==> config.mk <==
export PLATFORM = sky130hd
export DESIGN_NAME = cas_player
export DESIGN_NICKNAME = d
export VERILOG_FILES = /design/src/rtl/cas_player.sv
export SDC_FILE = /design/constraint.sdc
export NUM_CORES = 1
export LEC_CHECK = 0
export ABC_AREA = 1
export BUFFER_PORTS_ARGS = -buffer_cell sky130_fd_sc_hd__buf_2
export CAP_MARGIN = 10
export CORE_ASPECT_RATIO = 1.25
export CORE_MARGIN = 1
export CORE_UTILIZATION = 39
export DETAILED_ROUTE_END_ITERATION = 10
export HOLD_SLACK_MARGIN = 0.03
export PLACE_DENSITY = 0.6
export SYNTH_ARGS = -nofsm -noshare
export SYNTH_HDL_FRONTEND = slang
export SYNTH_SLANG_ARGS = --single-unit
==> constraint.sdc <==
create_clock -name clk -period 2.6 [get_ports clk]
set_clock_uncertainty 0.1 [all_clocks]
set_input_delay 0.26 -clock clk [delete_from_list [all_inputs] [get_ports clk]]
set_output_delay 0.26 -clock clk [all_outputs]
set_load 0.01 [all_outputs]
==> src/rtl/cas_player.sv <==
// Cassette FSK player: replays queued tape bytes as a square wave into the PIA
// cassette input, LSB first, one full cycle of 1200 Hz per '0' and 2400 Hz per '1'.
module cas_player #(
   parameter int HALF0 = 23863,
   parameter int HALF1 = 11932
) (
   input  logic       clk,
   input  logic       reset,
   input  logic       motor,
   input  logic       flush,
   input  logic [7:0] in_data,
   input  logic       in_valid,
   output logic       in_ready,
   output logic       cas_out,
   output logic       busy,
   output logic       underrun,
   output logic [2:0] fifo_count
);
   localparam int HMAX = (HALF0 > HALF1) ? HALF0 : HALF1;
   localparam int CW   = (HMAX > 1) ? $clog2(HMAX) : 1;
   localparam logic [CW-1:0] LD0 = CW'(HALF0 - 1);
   localparam logic [CW-1:0] LD1 = CW'(HALF1 - 1);

   typedef enum logic [1:0] {IDLE, HIGH, LOW} state_t;

   state_t        state;
   logic [7:0]    fifo_mem [4];
   logic [1:0]    wr_ptr, rd_ptr;
   logic [7:0]    shreg;
   logic [2:0]    bit_idx;
   logic [CW-1:0] cnt;
   logic          push, pop, last_half, fifo_nempty, halt;
   logic [7:0]    head;

   assign in_ready    = (fifo_count < 3'd4) && !flush;
   assign push        = in_valid && in_ready;
   assign fifo_nempty = (fifo_count != 3'd0);
   assign head        = fifo_mem[rd_ptr];
   assign last_half   = (cnt == '0);
   // Motor dropping mid-byte abandons the byte but keeps the queue intact.
   assign halt        = flush || (state != IDLE && !motor);
   // Pop only from IDLE or exactly at the end of bit 7, so bytes run back to back.
   assign pop         = !halt && motor && fifo_nempty &&
                        ((state == IDLE) || (state == LOW && last_half && bit_idx == 3'd7));

   always_ff @(posedge clk) begin
      if (push) fifo_mem[wr_ptr] <= in_data;
   end

   always_ff @(posedge clk or negedge reset) begin
      if (!reset) begin
         wr_ptr     <= '0;
         rd_ptr     <= '0;
         fifo_count <= '0;
      end else if (flush) begin
         wr_ptr     <= '0;
         rd_ptr     <= '0;
         fifo_count <= '0;
      end else begin
         if (push) wr_ptr <= wr_ptr + 2'd1;
         if (pop)  rd_ptr <= rd_ptr + 2'd1;
         case ({push, pop})
            2'b10:   fifo_count <= fifo_count + 3'd1;
            2'b01:   fifo_count <= fifo_count - 3'd1;
            default: fifo_count <= fifo_count;
         endcase
      end
   end

   always_ff @(posedge clk or negedge reset) begin
      if (!reset) begin
         state    <= IDLE;
         shreg    <= '0;
         bit_idx  <= '0;
         cnt      <= '0;
         cas_out  <= 1'b0;
         busy     <= 1'b0;
         underrun <= 1'b0;
      end else begin
         underrun <= 1'b0;
         if (halt) begin
            state   <= IDLE;
            cas_out <= 1'b0;
            busy    <= 1'b0;
         end else if (pop) begin
            shreg   <= head;
            bit_idx <= '0;
            cnt     <= head[0] ? LD1 : LD0;
            state   <= HIGH;
            cas_out <= 1'b1;
            busy    <= 1'b1;
         end else begin
            case (state)
               HIGH: begin
                  if (last_half) begin
                     state   <= LOW;
                     cas_out <= 1'b0;
                     cnt     <= shreg[0] ? LD1 : LD0;
                  end else begin
                     cnt <= cnt - 1'b1;
                  end
               end
               LOW: begin
                  if (last_half && bit_idx != 3'd7) begin
                     bit_idx <= bit_idx + 3'd1;
                     shreg   <= shreg >> 1;
                     cnt     <= shreg[1] ? LD1 : LD0;
                     state   <= HIGH;
                     cas_out <= 1'b1;
                  end else if (last_half) begin
                     // Motor is known high here, so no pop means the queue ran dry.
                     state    <= IDLE;
                     cas_out  <= 1'b0;
                     busy     <= 1'b0;
                     underrun <= !fifo_nempty;
                  end else begin
                     cnt <= cnt - 1'b1;
                  end
               end
               default: begin
                  state   <= IDLE;
                  cas_out <= 1'b0;
                  busy    <= 1'b0;
               end
            endcase
         end
      end
   end

endmodule

# Word-level counts from Yosys, hierarchy flattened
# Memories as Yosys holds them, arrays and structs flattened.
# Index checks and enable logic that the tools add are counted.
# classes
n_addsub,6
n_lt_le_gt_ge,1
eq_ne,12
n_mux,43
bitwise_logic,1
reduce_logical,29
# op_table
op,count
$mux W15,7
$pmux W15 S2,1
$mux W8,3
$mux W2,9
$logic_not A15 Y1,1
$mux W1,15
$sub A15 B1 Y15 const B,1
$mux W3,4
$ne A4 B4 Y1 const B,3
$reduce_bool A2 Y1,5
$logic_and A1 B1 Y1,9
$reduce_and A3 Y1,3
$reduce_bool A3 Y1,3
$add A3 B1 Y3 const B,2
$ne A3 B3 Y1 const B,2
$pmux W3 S2,1
$ne A5 B4 Y1 const B,1
$add A2 B1 Y2 const B,2
$eq A2 B1 Y1 const B,2
$eq A2 B2 Y1 const B,2
$logic_not A1 Y1,4
$ne A4 B3 Y1 const B,1
$pmux W1 S2,2
$pmux W2 S2,1
7 further kinds,8
# word_totals
reg_bits,38
ram_bits,32
input_bits,13
n_memories,1
# memory_table
memory,words,width,rd,rd_clocked_by_memory_dff,write_ports,line_no,source
fifo_mem,4,8,1,0,1,27,logic [7:0] fifo_mem [4];

# Depth between registers and ports, before layout
# logic_depth
depth_word,10
mapped_depth,14
depth_no_buf,13

# Worst setup path after synthesis
# No wires, ideal clock.
# synth_timing
path_type,register to register
start,reg bit_idx[0]
end,reg fifo_count[2]
t_arrival_ns,1.823
path_slack_ns,0.559
path_stages_with_launch,14
synth_period_minus_slack_ns,2.041
cell_sequence,dfrtp_1 > ha_1 > ha_1 > nand2_1 > inv_1 > nand4_2 > nand2_2 > nand3_1 > inv_1 > fa_1 > inv_1 > nand3_1 > nand3_1 > nand2_1
# synth_via
elab_chain_cells,7
elab_cells_between_ends,9
classes_between,eq/ne (3); mux (2); reduce/logical (4)
# synth_rtl
element,line_no,source
"start, declared",30,logic [2:0] bit_idx;
"start signal, assigned",105,bit_idx <= bit_idx + 3'd1;
$eq A3 B3 Y1 (*),44,((state == IDLE) || (state == LOW && last_half && bit_idx == 3'd7));
$logic_and A1 B1 Y1 (*),44,
$logic_or A1 B1 Y1 (*),44,
$logic_and A1 B1 Y1 (*),43,assign pop = !halt && motor && fifo_nempty &&
$eq A2 B1 Y1 or $eq A2 B2 Y1 (tied branches),62,"case ({push, pop})"
$pmux W3 S2,62,
$mux W3,55,end else if (flush) begin
"end signal, assigned",63,2'b10: fifo_count <= fifo_count + 3'd1;
"end signal, assigned",64,2'b01: fifo_count <= fifo_count - 3'd1;
"end signal, assigned",65,default: fifo_count <= fifo_count;
"end, declared",17,output logic [2:0] fifo_count
# Every way passes the cells marked *; elsewhere a longest branch is shown, timed or not.
# A chain may end at the register's enable or synchronous reset.

# Final worst setup path
# layout_timing
start,reg cnt[0]
end,reg cnt[14]
# layout_via
elab_chain_cells,7
elab_cells_between_ends,15
classes_between,add/sub (1); eq/ne (1); mux (5); reduce/logical (8)
# layout_rtl
element,line_no,source
"start, declared",31,logic [CW-1:0] cnt;
"start signal, assigned",88,cnt <= head[0] ? LD1 : LD0;
"start signal, assigned",98,cnt <= shreg[0] ? LD1 : LD0;
"start signal, assigned",100,cnt <= cnt - 1'b1;
branches (longest 7 deep; another with $sub A15 B1 Y15),n/a,
# Several ways; the timed one is not identified. The select of a mux whose other input is x is not followed.

==> qor.csv <==
metric;value;unit
status;finished clean;
period_needed;2.302;ns
cts-root-buf;clkbuf_16;
synth.distinct_cells;38;
worstMarginPinSlew;0.8908;ns
cp_top_family;simple AND/OR/NAND/NOR gates;
synthCells;422;
antenna_cells;0;
drt-initial-drc-count;147;
io_buffers;19;
worst_path_required;2.72;ns
design.die.area;10030;sq um
critical_path.cell_chain;inv_1 > ha_1 > nand2_2 > nor2_4 > nand4_2 > nand2_2 > nand2_4 > inv_4 > nand2_1 > nand2_1 > inv_1 > nand2_1 > o21ai_0;
synth_sequential_area_ratio;0.5090;
grt_pass1_vias;2833;
die_w;89.78;um
fin_setup_tns;0;ns
cts_tree;yes;
drt-vias-per-instance;5.007;
maxCapViolations;0;
finish.net_count;478;
grt_start_max_net_pins;39;
worst-r2r-cell-count;13;
drt-pass1-iter-count;4;
flow.area_growth_from_synthesis;15.86;%
critical_path.max_stage_delay;0.39;ns
arrival;2.42;ns
worst-path-stages;13;
grt_first_pass_wirelength;13520;um
peak_supply_drop;0.0006331;V
worstSetupEndpointType;flop;
clock_pin_transition_on_the_worst_setup_and_hold_timing_paths;0.06;ns
insertion_delay;0.34;ns
rows;39;
max_freq;0.4343;GHz
die_height;111.7;um
timing.max_slew.rel_slack;0.4062;
synth_seq_cells;70;
synth.net_count;447;
final_hold_viols;0;
worstHoldPathCells;1;
final_cell_area;4352;sq um
timing.setup.critical_path_class;reg -> reg;
mean_post_synth_cell_area;8.901;sq um
cp_slowest_cell;dfrtp_1;
crit_path_start_kind;flop;
commonest_non_fill_non_tap_cell_in_the_layout;nand2_1;
power_dens_cells;996.8;nW/um^2
placement.cell_area;4008;sq um
worst_hold_path_type;in -> reg;
critical_path.max_fanout;25;
pin_count;20;
avgRoutedWirePerCell;13.77;um
grt_util_all_layers;0.1719;
mostFrequentLayoutCells;nand2_1, inv_1, dfrtp_1, nand3_1, edfxtp_1;
start_util;0.4073;
cts_sinks;70;
n_fill_cell;858;
detailroute.via_count;2909;
drcViolationCount;0;
synth_warnings;0;
synth_area;3756;sq um
power.total;4338;uW
final_layout_size_suffix_gt1_frac;0.1659;
cts_max_path_buffers;2;
grt_antenna_before_repair;0;
cell_repeated_most_along_the_worst_path;nand2_1;
path_buf_inv;3;
layout_worst_path_cycle_share;0.8855;
htree_levels;3;
coreArea;9223;sq um
wl;7999;um
power.static_leakage;0.002042;uW
grt_overflow;0;
tritoncts.num_buffers;9;
routabilityCongestion;0.8710;
rsz_0062_raised_after_global_routing;false;
finalSetupViolCount;0;
post-dp-hpwl;5746;um
maxSlewViolCount;0;
drt.antenna.violating_nets;0;
## synthesized netlist by cell type (all sizes together)
cell type | n | area share
nand4 | 5 | 0.010
nand3 | 36 | 0.048
or2 | 2 | 0.0033
a21oi | 10 | 0.016
nor2 | 34 | 0.044
ha | 11 | 0.037
o21bai | 1 | 0.0020
o21ai | 30 | 0.044
nor3b | 1 | 0.0020
o311ai | 1 | 0.0023
a32o | 6 | 0.016
nand2 | 132 | 0.14
dfrtp | 38 | 0.25
inv | 43 | 0.043
nor3 | 6 | 0.011
buf | 10 | 0.019
o211ai | 5 | 0.010
a22o | 2 | 0.0047
fa | 1 | 0.0053
o22ai | 3 | 0.0050
clkinv | 3 | 0.0047
and2 | 1 | 0.0017
xor2 | 9 | 0.021
edfxtp | 32 | 0.26
## repair_timing
action,4_1_cts,5_1_grt
endpoints found under the setup margin,0,8
setup buffers,0,0
hold endpoints to repair,38,0
resized for setup,0,2
hold buffers,1,0
## final timing paths
kind | startpoint | end | slack [ns]
min in group asynchronous | reset | cnt[1] | 0.49
worst min-delay path | in_data[4] | fifo_mem[0][4] | 0.04
worst min register to register | shreg[6] | shreg[6] | 0.38
worst max-delay path | cnt[0] | cnt[14] | 0.30
max in group asynchronous | reset | rd_ptr[1] | 1.35
worst max register to register | cnt[0] | cnt[14] | 0.30
## layout make-up
cell class	instances	area [sq um]	area share
Timing Repair Buffer	30	180.2	0.04140
Tap cell	123	153.9	0.03537
Clock buffer	9	225.2	0.05175
Inverter	46	180.2	0.04140
Clock inverter	7	105.1	0.02415
Multi-Input combinational cell	296	1595	0.3666
Sequential cell	70	1912	0.4393
## per-stage QoR
| stage | utilization | cells | setup slack (ns) | hold WS, ns |
|---|---|---|---|---|
| final | 0.4718 | 581 | 0.2976 | 0.03648 |
| after global routing | 0.4718 | 581 | 0.02588 | 0.03376 |
| after CTS | 0.4714 | 581 | 0.1964 | 0.03140 |
| after detailed placement | 0.4345 | 564 | 0.2082 | 0.3370 |
| after global placement | 0.4345 | 564 | 0.2502 | 0.3272 |
| after floorplan | - | 422 | 0.5591 | -0.1356 |
## registers in the layout, indices dropped and copies added (netlist names)
| register | cells |
|---|---|
| state | 2 |
| wr_ptr | 2 |
| shreg | 8 |
| busy | 1 |
| underrun | 1 |
| cnt | 15 |
| cas_out | 1 |
| fifo_mem | 32 |
| fifo_count | 3 |
| bit_idx | 3 |
| rd_ptr | 2 |
## report_power, final
group,switching [uW],internal (uW)
registers,228,1410
logic,851,492
clock network,504,855
total,1580,2760
## layer usage
metal | share of wire | GRT usage | up-vias | wire, um
li1 | - | - | 1466 | -
met1 | 0.44 | 0.2040 | 1355 | 3511
met2 | 0.50 | 0.2867 | 68 | 3976
met3 | 0.032 | 0.03484 | 20 | 253
met4 | 0.032 | 0.1049 | 0 | 257
met5 | 0 | 0 | - | 0
## cells by family after synthesis
kind of cell	synth area share
AND/OR/NAND/NOR	0.2608
flip-flops	0.5090
adder cells (fa/ha/maj)	0.04197
buffers and inverters	0.06695
XOR/XNOR	0.02099
AO/OA/AOI/OAI	0.1003
Note: power is estimated with default switching activity, not from simulation.
